File: src/rtl/plb_port_arbiter.sv
// plb_port_arbiter
// Shares one PLB cache MEM port (req/gnt/valid) between NUM_REQ requesters.
// Arbitration is round-robin with a lock that keeps the selection stable while
// the PLB stalls a request. An in-order ID FIFO records which requester owns
// each granted transaction so its response can be routed back.

module plb_port_arbiter #(
   parameter int NUM_REQ         = 2,
   parameter int DATA_WIDTH      = 64,
   parameter int ADDR_WIDTH      = 64,
   parameter int MAX_OUTSTANDING = 4,
   localparam int IDW            = (NUM_REQ > 1) ? $clog2(NUM_REQ) : 1,
   localparam int CW             = $clog2(MAX_OUTSTANDING + 1),
   localparam int BW             = DATA_WIDTH / 8
) (
   input  logic                          clk_i,
   input  logic                          rst_i,
   // requester side
   input  logic [NUM_REQ-1:0]            s_mem_req,
   output logic [NUM_REQ-1:0]            s_mem_gnt,
   output logic [NUM_REQ-1:0]            s_mem_valid,
   input  logic [NUM_REQ*ADDR_WIDTH-1:0] s_mem_addr,
   input  logic [NUM_REQ*DATA_WIDTH-1:0] s_mem_wdata,
   input  logic [NUM_REQ-1:0]            s_mem_we,
   input  logic [NUM_REQ*BW-1:0]         s_mem_be,
   output logic [NUM_REQ*DATA_WIDTH-1:0] s_mem_rdata,
   output logic [NUM_REQ-1:0]            s_mem_error,
   // PLB side
   output logic                          m_mem_req,
   input  logic                          m_mem_gnt,
   input  logic                          m_mem_valid,
   output logic [ADDR_WIDTH-1:0]         m_mem_addr,
   output logic [DATA_WIDTH-1:0]         m_mem_wdata,
   output logic                          m_mem_we,
   output logic [BW-1:0]                 m_mem_be,
   input  logic [DATA_WIDTH-1:0]         m_mem_rdata,
   input  logic                          m_mem_error,
   // status
   output logic [CW-1:0]                 outstanding_o,
   output logic                          spurious_err_o
);

   // FIFO pointer width; a depth of one still needs a one-bit pointer.
   localparam int PW = (MAX_OUTSTANDING > 1) ? $clog2(MAX_OUTSTANDING) : 1;
   localparam logic [CW-1:0] MAX_CNT   = CW'(MAX_OUTSTANDING);
   localparam logic [PW-1:0] LAST_SLOT = PW'(MAX_OUTSTANDING - 1);

   // ------------------------------------------------------------------
   // State
   // ------------------------------------------------------------------
   logic [IDW-1:0] rr_ptr_r;
   logic           lock_r;
   logic [IDW-1:0] sel_r;
   logic [CW-1:0]  count_r;
   logic [PW-1:0]  rd_ptr_r;
   logic [PW-1:0]  wr_ptr_r;
   logic           spurious_r;
   logic [IDW-1:0] id_fifo_r [MAX_OUTSTANDING];

   // ------------------------------------------------------------------
   // Combinational signals
   // ------------------------------------------------------------------
   logic [IDW-1:0] rr_winner_s;
   logic [IDW-1:0] winner_s;
   logic           full_s;
   logic           handshake_s;
   logic           pop_s;
   logic           spurious_rsp_s;
   logic [IDW-1:0] head_id_s;
   logic [PW-1:0]  rd_ptr_next_s;
   logic [PW-1:0]  wr_ptr_next_s;

   // Pointer increment that wraps at the FIFO depth (depth need not fill PW bits).
   function automatic logic [PW-1:0] ptr_inc(input logic [PW-1:0] ptr);
      logic [PW-1:0] nxt;
      if (ptr == LAST_SLOT) begin
         nxt = {PW{1'b0}};
      end else begin
         nxt = ptr + {{(PW-1){1'b0}}, 1'b1};
      end
      return nxt;
   endfunction

   // Round-robin (winner+1) mod NUM_REQ for the pointer after a handshake.
   function automatic logic [IDW-1:0] id_inc(input logic [IDW-1:0] id);
      logic [IDW-1:0] nxt;
      if (id == IDW'(NUM_REQ - 1)) begin
         nxt = {IDW{1'b0}};
      end else begin
         nxt = id + {{(IDW-1){1'b0}}, 1'b1};
      end
      return nxt;
   endfunction

   // Round-robin search starting at rr_ptr; the closest requesting index wins.
   always_comb begin
      rr_winner_s = rr_ptr_r;
      for (int k = NUM_REQ - 1; k >= 0; k--) begin : rr_search
         logic [IDW:0] sum_v;
         logic [IDW-1:0] idx_v;
         sum_v = {1'b0, rr_ptr_r} + (IDW+1)'(k);
         if (sum_v >= (IDW+1)'(NUM_REQ)) begin
            sum_v = sum_v - (IDW+1)'(NUM_REQ);
         end else begin
            sum_v = sum_v;
         end
         idx_v = sum_v[IDW-1:0];
         if (s_mem_req[idx_v]) begin
            rr_winner_s = idx_v;
         end else begin
            rr_winner_s = rr_winner_s;
         end
      end
   end

   // A locked selection overrides arbitration so a stalled request stays put.
   always_comb begin
      if (lock_r) begin
         winner_s = sel_r;
      end else begin
         winner_s = rr_winner_s;
      end
   end

   // Request forwarding and grant steering, zero-cycle path.
   always_comb begin
      full_s      = (count_r == MAX_CNT);
      m_mem_req   = s_mem_req[winner_s] & ~full_s;
      handshake_s = m_mem_req & m_mem_gnt;
      m_mem_addr  = {ADDR_WIDTH{1'b0}};
      m_mem_wdata = {DATA_WIDTH{1'b0}};
      m_mem_we    = 1'b0;
      m_mem_be    = {BW{1'b0}};
      s_mem_gnt   = {NUM_REQ{1'b0}};
      for (int i = 0; i < NUM_REQ; i++) begin
         if (winner_s == IDW'(i)) begin
            m_mem_addr   = s_mem_addr[i*ADDR_WIDTH +: ADDR_WIDTH];
            m_mem_wdata  = s_mem_wdata[i*DATA_WIDTH +: DATA_WIDTH];
            m_mem_we     = s_mem_we[i];
            m_mem_be     = s_mem_be[i*BW +: BW];
            s_mem_gnt[i] = handshake_s;
         end else begin
            s_mem_gnt[i] = 1'b0;
         end
      end
   end

   // Response routing: the FIFO head owns the response; rdata goes to everyone.
   always_comb begin
      head_id_s      = id_fifo_r[rd_ptr_r];
      pop_s          = m_mem_valid & (count_r != {CW{1'b0}});
      spurious_rsp_s = m_mem_valid & (count_r == {CW{1'b0}});
      s_mem_valid    = {NUM_REQ{1'b0}};
      s_mem_error    = {NUM_REQ{1'b0}};
      for (int i = 0; i < NUM_REQ; i++) begin
         if (pop_s && (head_id_s == IDW'(i))) begin
            s_mem_valid[i] = 1'b1;
            s_mem_error[i] = m_mem_error;
         end else begin
            s_mem_valid[i] = 1'b0;
            s_mem_error[i] = 1'b0;
         end
      end
      s_mem_rdata = {NUM_REQ{m_mem_rdata}};
   end

   // Next FIFO pointer values.
   always_comb begin
      if (pop_s) begin
         rd_ptr_next_s = ptr_inc(rd_ptr_r);
      end else begin
         rd_ptr_next_s = rd_ptr_r;
      end
      if (handshake_s) begin
         wr_ptr_next_s = ptr_inc(wr_ptr_r);
      end else begin
         wr_ptr_next_s = wr_ptr_r;
      end
   end

   // Arbitration state, lock, outstanding count and the sticky spurious flag.
   always_ff @(posedge clk_i) begin
      if (rst_i) begin
         rr_ptr_r   <= {IDW{1'b0}};
         lock_r     <= 1'b0;
         sel_r      <= {IDW{1'b0}};
         count_r    <= {CW{1'b0}};
         rd_ptr_r   <= {PW{1'b0}};
         wr_ptr_r   <= {PW{1'b0}};
         spurious_r <= 1'b0;
      end else begin
         rd_ptr_r <= rd_ptr_next_s;
         wr_ptr_r <= wr_ptr_next_s;

         if (handshake_s) begin
            rr_ptr_r <= id_inc(winner_s);
            lock_r   <= 1'b0;
         end else if (m_mem_req || (full_s && s_mem_req[winner_s])) begin
            // stalled by the PLB or by the outstanding limit: hold the choice
            lock_r <= 1'b1;
            sel_r  <= winner_s;
         end else begin
            lock_r <= lock_r;
         end

         if (handshake_s && !pop_s) begin
            count_r <= count_r + {{(CW-1){1'b0}}, 1'b1};
         end else if (pop_s && !handshake_s) begin
            count_r <= count_r - {{(CW-1){1'b0}}, 1'b1};
         end else begin
            count_r <= count_r;
         end

         if (spurious_rsp_s) begin
            spurious_r <= 1'b1;
         end else begin
            spurious_r <= spurious_r;
         end
      end
   end

   // ID FIFO storage: record the owner of each granted transaction.
   always_ff @(posedge clk_i) begin
      if (rst_i) begin
         for (int i = 0; i < MAX_OUTSTANDING; i++) begin
            id_fifo_r[i] <= {IDW{1'b0}};
         end
      end else if (handshake_s) begin
         id_fifo_r[wr_ptr_r] <= winner_s;
      end else begin
         id_fifo_r[wr_ptr_r] <= id_fifo_r[wr_ptr_r];
      end
   end

   assign outstanding_o  = count_r;
   assign spurious_err_o = spurious_r;

   plb_port_arbiter_chk #(
      .NUM_REQ         (NUM_REQ),
      .MAX_OUTSTANDING (MAX_OUTSTANDING),
      .CW              (CW)
   ) u_chk (
      .clk_i       (clk_i),
      .rst_i       (rst_i),
      .s_mem_gnt   (s_mem_gnt),
      .s_mem_valid (s_mem_valid),
      .count       (count_r)
   );

endmodule

// Structural invariants of the arbiter: at most one grant and one response
// per cycle, and the in-flight count never passes the limit.
module plb_port_arbiter_chk #(
   parameter int NUM_REQ         = 2,
   parameter int MAX_OUTSTANDING = 4,
   parameter int CW              = 3
) (
   input logic               clk_i,
   input logic               rst_i,
   input logic [NUM_REQ-1:0] s_mem_gnt,
   input logic [NUM_REQ-1:0] s_mem_valid,
   input logic [CW-1:0]      count
);

   localparam logic [CW-1:0] MAX_CNT = CW'(MAX_OUTSTANDING);

   a_gnt_onehot: assert property (@(posedge clk_i) disable iff (rst_i) $onehot0(s_mem_gnt));
   a_valid_onehot: assert property (@(posedge clk_i) disable iff (rst_i) $onehot0(s_mem_valid));
   a_count_limit: assert property (@(posedge clk_i) disable iff (rst_i) count <= MAX_CNT);

endmodule

File: config.mk
export PLATFORM = sky130hd
export DESIGN_NAME = plb_port_arbiter
export DESIGN_NICKNAME = d
export VERILOG_FILES = /design/src/rtl/plb_port_arbiter.sv
export SDC_FILE = /design/constraint.sdc
export NUM_CORES = 1
export LEC_CHECK = 0
export CORE_AREA = 2 2 239 241
export DETAILED_ROUTE_END_ITERATION = 12
export DIE_AREA = 0 0 241 243
export PLACE_DENSITY_LB_ADDON = 0.08
export SLEW_MARGIN = 15
export SYNTH_ARGS = -nofsm -noshare
export SYNTH_HDL_FRONTEND = slang
export SYNTH_SLANG_ARGS = --single-unit
export TNS_END_PERCENT = 1
File: constraint.sdc
create_clock -name clk_i -period 6.1 [get_ports clk_i]
set_clock_uncertainty 0.1 [all_clocks]
set_input_delay 1.83 -clock clk_i [delete_from_list [all_inputs] [get_ports clk_i]]
set_output_delay 1.83 -clock clk_i [all_outputs]
set_load 0.03 [all_outputs]
## After elaboration in Yosys (flattened, before gate mapping)

Memories as Yosys holds them, arrays and structs flattened. A register that Yosys moved wholly into a read port is not among the register bits.
Index checks and enable logic that the tools add are counted.
W data, S select, Z words.

| storage, ports and cells | value |
|---|---|
| register bits | 11 |
| memories | 1 |
| bits in latches | 0 |
| memory bits (writable) | 4 |
| bits in read-only memories | 0 |

Memory list:

| memory | words | bits a word | read ports | clocked after memory_dff | write ports | line | text |
|---|---|---|---|---|---|---|---|
| id_fifo_r | 4 | 1 | 1 | 1 | 4 | 58 | `logic [IDW-1:0] id_fifo_r [MAX_OUTSTANDING];` |

| operators by class | value |
|---|---|
| multipliers | 0 |
| eq/ne operators | 4 |
| bitwise operators | 8 |
| $add $sub $neg | 8 |
| shifts and indexed selects | 0 |
| reductions and logical operators | 15 |
| div/mod/pow operators | 0 |
| multiplexer cells | 40 |
| order comparisons | 5 |

Operators with widths:

| kind | number |
|---|---|
| $mux W64 | 2 |
| $mux W1 | 30 |
| $mux W2 | 5 |
| $mux W8 | 1 |
| $lt A1 B2 Y1 const B | 3 |
| $mux W3 | 2 |
| $logic_and A1 B1 Y1 | 5 |
| $add A2 B1 Y2 const B | 2 |
| $and A1 B1 Y1 | 4 |
| $eq A2 B2 Y1 const B | 2 |
| $reduce_and A2 Y1 | 2 |
| $add A3 B1 Y3 const B | 1 |
| $eq A3 B3 Y1 const B | 1 |
| $logic_not A3 Y1 | 1 |
| $not A1 Y1 | 3 |
| $reduce_bool A3 Y1 | 1 |
| $sub A3 B1 Y3 const B | 1 |
| $add A1 B1 Y2 const B | 1 |
| $ge A1 B2 Y1 const B | 1 |
| $ge A2 B2 Y1 const B | 1 |
| $logic_not A1 Y1 | 2 |
| $reduce_bool A2 Y1 | 1 |
| $reduce_or A2 Y1 | 1 |
| $sub A1 B1 Y1 const B | 2 |
| 5 further kinds | 5 |

## Logic depth before layout (Yosys ltp)

Gate-level depths: netlist of the first run.

| logic depth | value |
|---|---|
| word-level depth | 19 |
| gate-level depth with buffers | 10 |

## Worst setup path before layout of the first run

No wires, ideal clock.

| timing | value |
|---|---|
| path kind | input to output |
| from | in s_mem_req[0] |
| to | out m_mem_addr[10] |
| stages on the path | 6 |
| arrival time | 3153 ps |
| slack | 1017 ps |
| cells stage by stage | inv_2 maj3_2 mux2i_4 buf_6 buf_4 mux2_1 |

| between the ends | value |
|---|---|
| longest elaborated chain between the ends | 6 |
| elaborated cells between the ends (all ways) | 8 |
| those cells by class | 8 x mux |

Ends and longest elaborated chain:

| what | line | text |
|---|---|---|
| start, declared | 19 | `input logic [NUM_REQ-1:0] s_mem_req,` |
| $mux W1 (implied by the code) (2 in a row) | 108 | `if (s_mem_req[idx_v]) begin` |
| $mux W1 | 108 |  |
| $mux W1 (*) | 108 |  |
| $mux W1 (*) | 118 | `if (lock_r) begin` |
| $mux W64 (*) | 136 | `if (winner_s == IDW'(i)) begin` |
| end, declared | 32 | `output logic [ADDR_WIDTH-1:0] m_mem_addr,` |

Every way passes the cells marked *; elsewhere a longest branch is shown, timed or not. The select of a mux whose other input is x is not followed.

## Final worst setup path of the first run

| timing | value |
|---|---|
| from | in s_mem_req[0] |
| to | out m_mem_wdata[30] |

| between the ends | value |
|---|---|
| longest elaborated chain between the ends | 6 |
| elaborated cells between the ends (all ways) | 8 |
| those cells by class | 8 x mux |

Ends and longest elaborated chain:

| what | line | text |
|---|---|---|
| $mux W1 (implied by the code) (2 in a row) | 108 |  |
| $mux W1 | 108 |  |
| $mux W1 (*) | 108 |  |
| $mux W1 (*) | 118 |  |
| $mux W64 (*) | 136 |  |
| end, declared | 33 | `output logic [DATA_WIDTH-1:0] m_mem_wdata,` |

Marked as above.

==> impl_metrics.ini, run 1 <==
[pwr]
ir_worst_vdd_mv = 0.0741
clkPwrFrac_pct = 9.7
finalPower_mw = 1.39
power_density_mw_per_mm2 = 181
leakagePower_nw = 2.95
switching_power_uw = 635
p_sw_share_pct = 45.7
seq_power_share_pct = 12.2
p_int_uw = 754
pwr-share-comb_pct = 78.1

[min_path]
min_path_cells = 2
min_to = spurious_err_o
hp-class = reg2reg
hp-start = spurious_err_o

[timing]
period_share_pct = 97.9
setup_ws_ps = 128
min_period_ps = 5970
rsz0062_at_grt = no
fmax_mhz = 167
slew_viol_final = 0
worstMarginPinSlew_ps = 682
max_slew_margin_pct = 54.4
setup_viol = 0
hold_viol = 0

[die]
initial_utilization_pct = 6.21
core_region_area_mm2 = 0.0560
dieArea_mm2 = 0.0586
rows = 87
dieHeight_um = 243
ios = 621
die_x_um = 241

[yosys]
syn-mean-instance-area_um2 = 9.46
yosysSeqAreaShare_pct = 11.0
synth_cell_types = 33
ys_ff_latch = 17
synthesis.nets = 716
syn_inst = 367
synth_area_mm2 = 0.00347
yosys_warnings = 0

[cells_and_area]
post-route-util_pct = 13.7
final_common_cell = clkdlybuf4s50_1
nNetsFinal = 1033
final_area_mm2 = 0.00767
drive_gt1_share_pct = 27.4
area_growth_syn_to_layout_pct = 121
layout_common_cells = clkdlybuf4s50_1, buf_4, mux2_1, mux2_2, dlygate4sd2_1

[clocking]
clkTransAtPathRegs_ps = 50
cts_max_level = 1
cts-root-buf = clkbuf_16
cts_sinks = 17
cts_made_buffers = 3
holdBufCountCts = 0
cts_tree = done
cts.path.max_buffers = 2
clk_latency_ps = 250

[placed_design]
place_congestion = 0.765
io_buffers = 428
hpwlAfterDp_mm = 22.0
place_area_mm2 = 0.00763
preCtsSetupSlack_ps = -73.3

[grt]
grt_max_degree = 18
grtUsageMet1_pct = 7.21
track_usage_pct = 7.59
grt_overflow = 0
grt_pass1_wl_mm = 32.1
grt.busiest_layer = met2
met2_usage_pct = 15.5
antenna_found_initial = 4
met3_usage_pct = 2.51
grt_pass1_vias = 4241

[job]
cap_viol_max_count = 0

[setup_path]
criticalPathCategory = in2out
rr_endpoint = outstanding_o[2]
reg2reg_depth = 11
reg2reg_slack_ps = 3270
critical_path_required_ps = 4170
endpoint_kind = output pin
cp_data_arrival_time_ps = 4040
cp_max_fo = 17
rr_startpoint = outstanding_o[0]
startpoint_type = primary input
crit_start = s_mem_req[0]

[status]
outcome = completed

[drt]
drtAntennaViolNets = 0
wl_mm = 24.1
drcViolationCount = 0
vias_per_cell = 2.68
wl_per_cell_um = 16.7
first_iter_violations = 50
vias = 3852
drt_pass1_iterations = 3
## power by group through the flow
stage / sequential [mW] / combinational, mW / clock (mW)
after floorplan: 0.181 / 0.725 / 0
after global placement: 0.173 / 1.15 / 0
after detailed placement: 0.173 / 1.13 / 0
after CTS: 0.171 / 1.11 / 0.140
after global routing: 0.175 / 1.16 / 0.144
final: 0.170 / 1.08 / 0.135
## worst max-delay path by stage
| stage | to | cells after the start |
|---|---|---|
| floorplan | m_mem_addr[10] | 6 |
| global placement | m_mem_wdata[18] | 8 |
| detailed placement | m_mem_wdata[21] | 8 |
| CTS | m_mem_addr[50] | 8 |
| global route | m_mem_wdata[8] | 9 |
| finish | m_mem_wdata[30] | 9 |
## cell families after synthesis
| family | after synthesis | synth area share [%] |
|---|---|---|
| buffers and inverters | 150 | 32.1 |
| multiplexers | 142 | 46.6 |
| AND/OR/NAND/NOR | 33 | 4.76 |
| AO/OA/AOI/OAI | 18 | 3.17 |
| flip-flops | 17 | 11.0 |
| adder cells (fa/ha/maj) | 5 | 1.98 |
| XOR/XNOR | 2 | 0.504 |
## timing repair
item / in CTS / in global routing
setup buffers: 0 / 0
resized for setup: 37 / 3
endpoints found under the setup margin: 37 / 3
## Yosys cell counts
library cell / count / share of area, %
nor2b_1: 2 / 0.36
a211o_1: 1 / 0.25
a21o_1: 1 / 0.22
nor2_1: 11 / 1.2
nand2_1: 6 / 0.65
o21ai_0: 3 / 0.43
or3_1: 3 / 0.54
buf_4: 131 / 28
inv_1: 4 / 0.43
mux2i_1: 3 / 0.86
xor2_1: 2 / 0.50
fa_1: 1 / 0.58
and4b_1: 1 / 0.29
edfxtp_1: 4 / 3.5
o21bai_1: 3 / 0.65
nor3_1: 5 / 0.72
nor3b_1: 1 / 0.22
o21a_1: 1 / 0.22
inv_2: 1 / 0.11
clkbuf_1: 2 / 0.22
maj3_2: 1 / 0.32
dfxtp_1: 13 / 7.5
buf_6: 7 / 2.3
or3b_2: 1 / 0.25
ha_1: 3 / 1.1
mux2_2: 50 / 16
a21oi_1: 8 / 1.2
mux2i_4: 1 / 0.65
a31o_2: 1 / 0.25
mux4_2: 1 / 0.65
nand2b_1: 3 / 0.54
buf_2: 5 / 0.72
mux2_1: 87 / 28
## worst max-delay path, cell delays in order
cell	delay, ps
clkdlybuf4s50_1	500
inv_2	50
maj3_2	320
mux2i_4	170
buf_12	190
buf_12	170
buf_4	240
mux2_1	370
buf_4	180
## stage by stage
stage                     hold slack, ps  cells  TNS, ps
after floorplan                      342    367        0
after global placement               366   1435    -2320
after detailed placement             371   1435    -1580
after CTS                            388   1439        0
after global routing                 419   1439        0
final                                380   1440        0
## final cells by class
class,instances,area [µm²]
repair buffers,457,4270
clock buffers,4,78.8
diodes,1,2.50
inverters,5,18.8
flip-flops and latches,17,380
well taps,756,946
multi-input cells,200,1980
fillers,6435,48300
## routing by layer
layer	up-vias	part of all wire, %
li1	1772	-
met1	1757	33
met2	275	55
met3	42	10
met4	6	1.5
met5	-	0.17
No activity file was read; power rests on OpenSTA's default activity.
==> run 2: changes to the inputs <==
--- a/config.mk
+++ b/config.mk
@@ -5,11 +5,12 @@
 export SDC_FILE = /design/constraint.sdc
 export NUM_CORES = 1
 export LEC_CHECK = 0
+export CAP_MARGIN = 20
 export CORE_AREA = 2 2 239 241
 export DETAILED_ROUTE_END_ITERATION = 12
 export DIE_AREA = 0 0 241 243
 export PLACE_DENSITY_LB_ADDON = 0.08
-export SLEW_MARGIN = 15
+export SLEW_MARGIN = 20
 export SYNTH_ARGS = -nofsm -noshare
 export SYNTH_HDL_FRONTEND = slang
 export SYNTH_SLANG_ARGS = --single-unit
==> results of run 2 <==
Final layout, timing and power as in run 1 (identical DEF).
==> run 3: changes to the inputs <==
==> constraint.sdc (replaced) <==
create_clock -name clk_i -period 6.1 [get_ports clk_i]
set_clock_uncertainty 0.1 [all_clocks]
set_input_delay 0.915 -clock clk_i [delete_from_list [all_inputs] [get_ports clk_i]]
set_output_delay 0.915 -clock clk_i [all_outputs]
set_load 0.03 [all_outputs]
==> impl_metrics.ini, run 3 (synthesis gave the netlist of run 1 again) <==
[timing]
period_share_pct = 78.8
fmax_mhz = 208
worstMarginPinSlew_ps = 683
setup_viol = 0
rsz0062_at_grt = no
slew_viol_final = 0
max_slew_margin_pct = 54.3
hold_viol = 0
min_period_ps = 4810
setup_tns_ps = 0

[clocking]
clk_latency_ps = 250
clkTransAtPathRegs_ps = 50
cts_resized = 0
holdBufCountCts = 0
cts_tree = done
post_cts_buffers = 0
cts-root-buf = clkbuf_16
cts_made_buffers = 3
cts_max_level = 1
cts_sinks = 17
cts.path.max_buffers = 2

[setup_path]
cp_slowest_cell = clkdlybuf4s50_1
endpoint_kind = output pin
criticalPathCategory = in2out
critical_path.cell_chain = clkdlybuf4s50_1, inv_2, maj3_2, mux2i_4, buf_4, mux2_1, clkdlybuf4s50_1
cp_max_fo = 22
path_common_cell = clkdlybuf4s50_1
startpoint_type = primary input
cp_data_arrival_time_ps = 3790
critPathMaxStageDelay_ps = 630
critical_path_required_ps = 5080

[placed_design]
io_buffers = 428
place_area_mm2 = 0.00767
hpwlAfterDp_mm = 21.8
place_congestion = 0.746

[pwr]
power_density_mw_per_mm2 = 181
leakagePower_nw = 2.66
ir_worst_vdd_mv = 0.0768

[drt]
drt_pass1_iterations = 4
vias_per_cell = 2.64
wl_mm = 24.3
drcViolationCount = 0
vias = 3741
drtAntennaViolNets = 0
first_iter_violations = 60
wl_per_cell_um = 17.1

[die]
rows = 87
dieHeight_um = 243
core_region_area_mm2 = 0.0560
dieArea_mm2 = 0.0586
initial_utilization_pct = 6.21
ios = 621
die_x_um = 241

[grt]
grt_max_degree = 42
grt_pass1_wl_mm = 32.2
grt_overflow = 0
antenna_found_initial = 4
track_usage_pct = 7.74
grt_pass1_vias = 4043

[cells_and_area]
final_area_mm2 = 0.00776
nNetsFinal = 1009
drive_gt1_share_pct = 9.86
layout_common_cells = clkdlybuf4s50_1, mux2_1, mux2_2, dfxtp_1, nor2_1
final_common_cell = clkdlybuf4s50_1
area_growth_syn_to_layout_pct = 123
post-route-util_pct = 13.9

[job]
cap_viol_max_count = 0

[min_path]
hp-class = reg2reg

[status]
outcome = completed
==> run 3: cell count changes in the layout (fill, tap and decap cells not counted), moves of 2 or more <==
cell	before	now
dlygate4sd2_1	37	0
dlymetal6s2s_1	3	0
clkdlybuf4s50_1	289	428
diode_2	1	3
buf_12	4	2
buf_4	124	3
==> run 3: final timing paths <==
kind	from	to	slack, ps	cells after the start
worst max-delay path	s_mem_req[0]	m_mem_wdata[29]	1290	7
worst min-delay path	rr_ptr_r	rr_ptr_r	370	2
worst max register to register	outstanding_o[0]	outstanding_o[2]	3240	10
worst min register to register	rr_ptr_r	rr_ptr_r	370	2
==> run 3: metrics by stage <==
step           power [mW]  setup slack, ps  cells  hold slack (ps)
6_report             1.40             1290   1418              373
5_1_grt              1.49             1130   1416              389
4_1_cts              1.43             1210   1415              376
3_5_place_dp         1.29             1210   1411              371
3_3_place_gp         1.31             1250   1411              361
2_1_floorplan       0.906             2850    367              342
==> run 3: worst max-delay path: cells and delay by family <==
kind                       cells  cell delay [ps]
adders and majority gates      1              320
buffers and inverters          4             1720
muxes                          2              800
==> run 3: layout make-up <==
cell class	instances	area [µm²]
antenna	3	7.51
inverter	5	18.8
tap	756	946
sequential	17	380
clock inverter	1	5.00
fill	6439	48200
multi-input combinational	200	1980
timing repair buffer	433	4350
clock buffer	3	75.1
==> run 3: power breakdown <==
part	leakage (nW)	internal, mW	switching [mW]
Combinational	2.47	0.548	0.554
Clock	0.0409	0.0879	0.0472
Sequential	0.149	0.139	0.0278
==> run 3: per-layer routing <==
layer	part of all wire, %	global-route usage [%]	up-vias
met5	0.053	0	-
met4	1.8	1.65	2
met3	10	2.62	38
met2	56	15.9	278
met1	32	7.14	1696
li1	-	-	1727
==> RTL edit 1, RTL diff (settings of run 1) <==
Change the parameter `DATA_WIDTH` from 64 to 68.
--- a/src/rtl/plb_port_arbiter.sv
+++ b/src/rtl/plb_port_arbiter.sv
@@ -8,3 +8,3 @@
    parameter int NUM_REQ         = 2,
-   parameter int DATA_WIDTH      = 64,
+   parameter int DATA_WIDTH      = 68,
    parameter int ADDR_WIDTH      = 64,
Ports: changed (resized m_mem_rdata, m_mem_wdata, s_mem_rdata and s_mem_wdata); port bits go from 621 to 645. The function was not compared with the original's and may differ.
==> RTL edit 1 against run 1 <==
Synthesized area rose by 2.0%. Count of clock-buffer cells in the layout is the same. Routed wire length decreased by 6.5%. Setup slack got worse by 31 ps. Largest power group unchanged. Total power increased by 1.5%. Sequential cell count stayed put. Sequential share of layout area is 0.092 points lower. Final area increased by 1.9%.
==> RTL edit 1: results <==
[global_route]
use_met1 = 0.0648
use_met2 = 0.153
track_usage = 0.0723
grt_first_pass_wirelength_mm = 30.5
met3_usage = 0.0213
antenna_found_initial = 2
grt_max_degree = 22

[synth]
synth_fp_nets = 740
ys_types = 32
synth_compound_area_frac = 0.0311
synthMuxAreaShare = 0.469
synth_common_cells = buf_4, mux2_2, mux2_1
synthAdderAreaFrac = 0.0194
synth_area_leaders = buf_4, mux2_2, mux2_1
syn_avg_cell_area_um2 = 9.35
ys_seq_area_frac = 0.107
synthXorXnorAreaFrac = 0.00495

[layout]
fillCellCount = 6454
nets = 1056
final_area_um2 = 7820
n_antenna_cell = 0
drive_gt1_frac = 0.304

[pwr]
leakage_nw = 2.98
swShare = 0.455
ir_drop_v = 0.0000805

[drt]
routedWlPerCell_um = 15.5
dr.first_iter.drc_count = 45
wl_met3_mm = 1.78
wl_met1_mm = 6.92
wl_met2_mm = 13.4
firstDrtPassIters = 4
avgViaCountPerCell = 2.63

[placed_design]
io_buffer_count = 440
dp_hpwl_mm = 20.6
gp_congestion = 0.709
place_inst = 1447

[critical_path]
critical_path_arrival_ps = 4070

[run_status]
outcome = completed

[clocking]
cts_resized = 59
[RTL edit 1: path summary, 6_finish.rpt]
check,end,startpoint,slack (ps)
setup / recovery,m_mem_wdata[30],s_mem_req[0],100
hold / removal,spurious_err_o$_SDFFE_PP0P_,spurious_err_o$_SDFFE_PP0P_,380
setup reg to reg,outstanding_o[2]$_SDFFE_PP0P_,outstanding_o[0]$_SDFFE_PP0P_,3360
hold reg to reg,spurious_err_o$_SDFFE_PP0P_,spurious_err_o$_SDFFE_PP0P_,380
[RTL edit 1: area by class of cell]
cell class,count,share of cell area
flip-flops and latches,17,0.0487
multi-input cells,204,0.259
inverters,5,0.00240
well taps,756,0.121
repair buffers,464,0.559
clock buffers,4,0.0101
[RTL edit 1: cell families after synthesis]
group,count (synthesis)
buffers and inverters,158
muxes,146
and+or+nand+nor,33
AOI/OAI and AO/OA,18
DFF,17
adders and majority gates,5
xor gates and xnor gates,2
==> RTL edit 2, RTL diff (flow settings as in run 1) <==
Without the edit above. Make the reset (`rst_i`) asynchronous in 2 clocked blocks.
--- a/src/rtl/plb_port_arbiter.sv
+++ b/src/rtl/plb_port_arbiter.sv
@@ -181,3 +181,3 @@
    // Arbitration state, lock, outstanding count and the sticky spurious flag.
-   always_ff @(posedge clk_i) begin
+   always_ff @(posedge clk_i or posedge rst_i) begin
       if (rst_i) begin
@@ -222,3 +222,3 @@
    // ID FIFO storage: record the owner of each granted transaction.
-   always_ff @(posedge clk_i) begin
+   always_ff @(posedge clk_i or posedge rst_i) begin
       if (rst_i) begin
Behaviour: differs if rst_i is asserted again (counterexample within 4 cycles, from zero or initial values and one cycle with rst_i high); with rst_i held inactive, the same outputs for 4 cycles.
==> RTL edit 2 against run 1 <==
Sequential cell count decreased by 2. Critical endpoint is now m_mem_addr[53]. Via count decreased by 2.6%. Setup slack got worse by 1.3 ps. Synthesized area increased by 0.86%. Final area increased by 3.1%. Routed wire length increased by 4.8%. First-iteration DRC count decreased by 20%.
Power is not compared: it rests on default switching activity, and its combinational part moved more than twofold at a synthesized area within 25%.
==> RTL edit 2: results <==
[min_path]
hold_end = spurious_err_o$_DFFE_PP0P_
hp-class = flop to flop
hold_depth = 1
min_from = spurious_err_o$_DFFE_PP0P_

[clocking]
cts_buffers = 3
cts-root-buf = clkbuf_16
clk_pin_slew_ps = 50
htreeDepth = 1
cts_buffer_depth = 2

[synth]
synthFlopType = dfrtp_1
ys_seq_area_frac = 0.107
synth_top_family_by_area = multiplexers
ys_types = 35
synth_compound_area_frac = 0.0346
synthXorXnorAreaFrac = 0.00750
synth_common_cells = mux2_1, buf_4, dfrtp_1
async_reset_ff_frac = 1.00
synth_fp_nets = 711
synth_area_leaders = mux2_1, buf_4, dfrtp_1
yosysWarnings = 0
synthAdderAreaFrac = 0.0271
synthMuxAreaShare = 0.460

[timing]
hold_ws_ps = 351
max_slew_margin = 0.571
setup_viol = 0

[critical_path]
critPathSlowestCell = clkdlybuf4s50_1
r2r_start = outstanding_o[1]$_DFFE_PP0P_
r2r_cells = 8
crit_start = s_mem_req[0]
cp_max_fo = 55
r2r_slack_ps = 3540
cp_slowest_stage_delay_ps = 600
reg2reg_to = outstanding_o[1]$_DFFE_PP0P_

[global_route]
track_usage = 0.0780
grt_pass1_vias = 4030
grt_first_pass_wirelength_mm = 32.2
grt_max_degree = 56
antenna_found_initial = 19

[placed_design]
io_buffer_count = 428
placed_cell_area_um2 = 7680
dp_hpwl_mm = 22.8
gp_congestion = 0.734

[layout]
fillCellCount = 6421
drive_gt1_frac = 0.133
multi_input_area_um2 = 2000
nets = 1017
top_register = id_fifo_r

[drt]
via_count = 3752
routedWlPerCell_um = 17.7
dr.first_iter.drc_count = 40
firstDrtPassIters = 4

[run_status]
outcome = completed
-- RTL edit 2: cell count changes in the layout (fill, tap and decap cells not counted), sizes merged, moves of 4 or more --
cell                  run 1  this run
a21oi                     8         1
dfrtp                     0        15
buf                     128        74
mux2i                     4         0
a31oi                     0         5
clkdlybuf4s50           289       310
edfxtp                    4         0
dfxtp                    13         0
dlymetal6s2s              3        59
dlygate4sd2              37         2
-- RTL edit 2: routing by layer --
| metal | vias up | global-route usage | part of all wire |
|---|---|---|---|
| li1 | 1726 | - | - |
| met1 | 1634 | 0.0798 | 0.35 |
| met2 | 341 | 0.134 | 0.47 |
| met3 | 35 | 0.0532 | 0.17 |
| met4 | 16 | 0.00962 | 0.011 |
| met5 | - | 0 | 0.0036 |
-- RTL edit 2: power by group --
| part | switching, mW | internal (mW) | total (mW) |
|---|---|---|---|
| Sequential | 0.0539 | 0.150 | 0.204 |
| Clock | 0.0393 | 0.0874 | 0.127 |
| Combinational | 1.60 | 1.26 | 2.86 |
| Total | 1.69 | 1.49 | 3.19 |
-- RTL edit 2: timing repair --
item	4_1_cts	5_1_grt
endpoints found under the setup margin	2	59
gates cloned	0	0
hold buffers	0	0
resized for setup	2	59
-- RTL edit 2: cell families (layout without fill, tap and decap cells) --
| family | Yosys count | after routing |
|---|---|---|
| adders and majority gates | 7 | 7 |
| DFF | 15 | 15 |
| xor gates and xnor gates | 3 | 3 |
| and+or+nand+nor | 25 | 25 |
| AOI/OAI and AO/OA | 17 | 17 |
| buffers and inverters | 151 | 456 |
| muxes | 141 | 141 |
| other | 0 | 3 |
-- RTL edit 2: area by class of cell --
class,instances,area share
repair buffers,445,0.566
multi-input cells,193,0.252
well taps,756,0.120
flip-flops and latches,15,0.0475
clock buffers,3,0.00949
inverters,7,0.00332
diodes,3,0.000949
clock inverters,1,0.000633
-- RTL edit 2: worst max-delay path by stage --
stage	endpoint	slack (ps)	cells past startpoint
2_1_floorplan	m_mem_addr[0]	1090	6
3_3_place_gp	m_mem_addr[18]	-0.3	7
3_5_place_dp	m_mem_addr[18]	-9	7
4_1_cts	m_mem_addr[51]	0.8	8
5_1_grt	m_mem_addr[53]	9	7
6_report	m_mem_addr[53]	130	7
-- RTL edit 2: per-stage QoR --
step | total power, mW | setup TNS, ps | std cells | setup WS [ps]
after global routing | 3.41 | 0 | 1421 | 9.45
final | 3.19 | 0 | 1423 | 127
after global placement | 3.23 | -0.277 | 1416 | -0.277
after detailed placement | 3.18 | -9.20 | 1416 | -9.20
after floorplan | 2.07 | 0 | 359 | 1090
after CTS | 3.32 | 0 | 1420 | 0.816
-- RTL edit 2: worst register-to-register path: stages, from the launching register on --
cell and delay [ps]:
dfrtp_1 430, or3b_2 550, o2111ai_2 130, buf_4 200
inv_2 80, ha_1 220, inv_1 70, fa_1 400
mux2_2 270
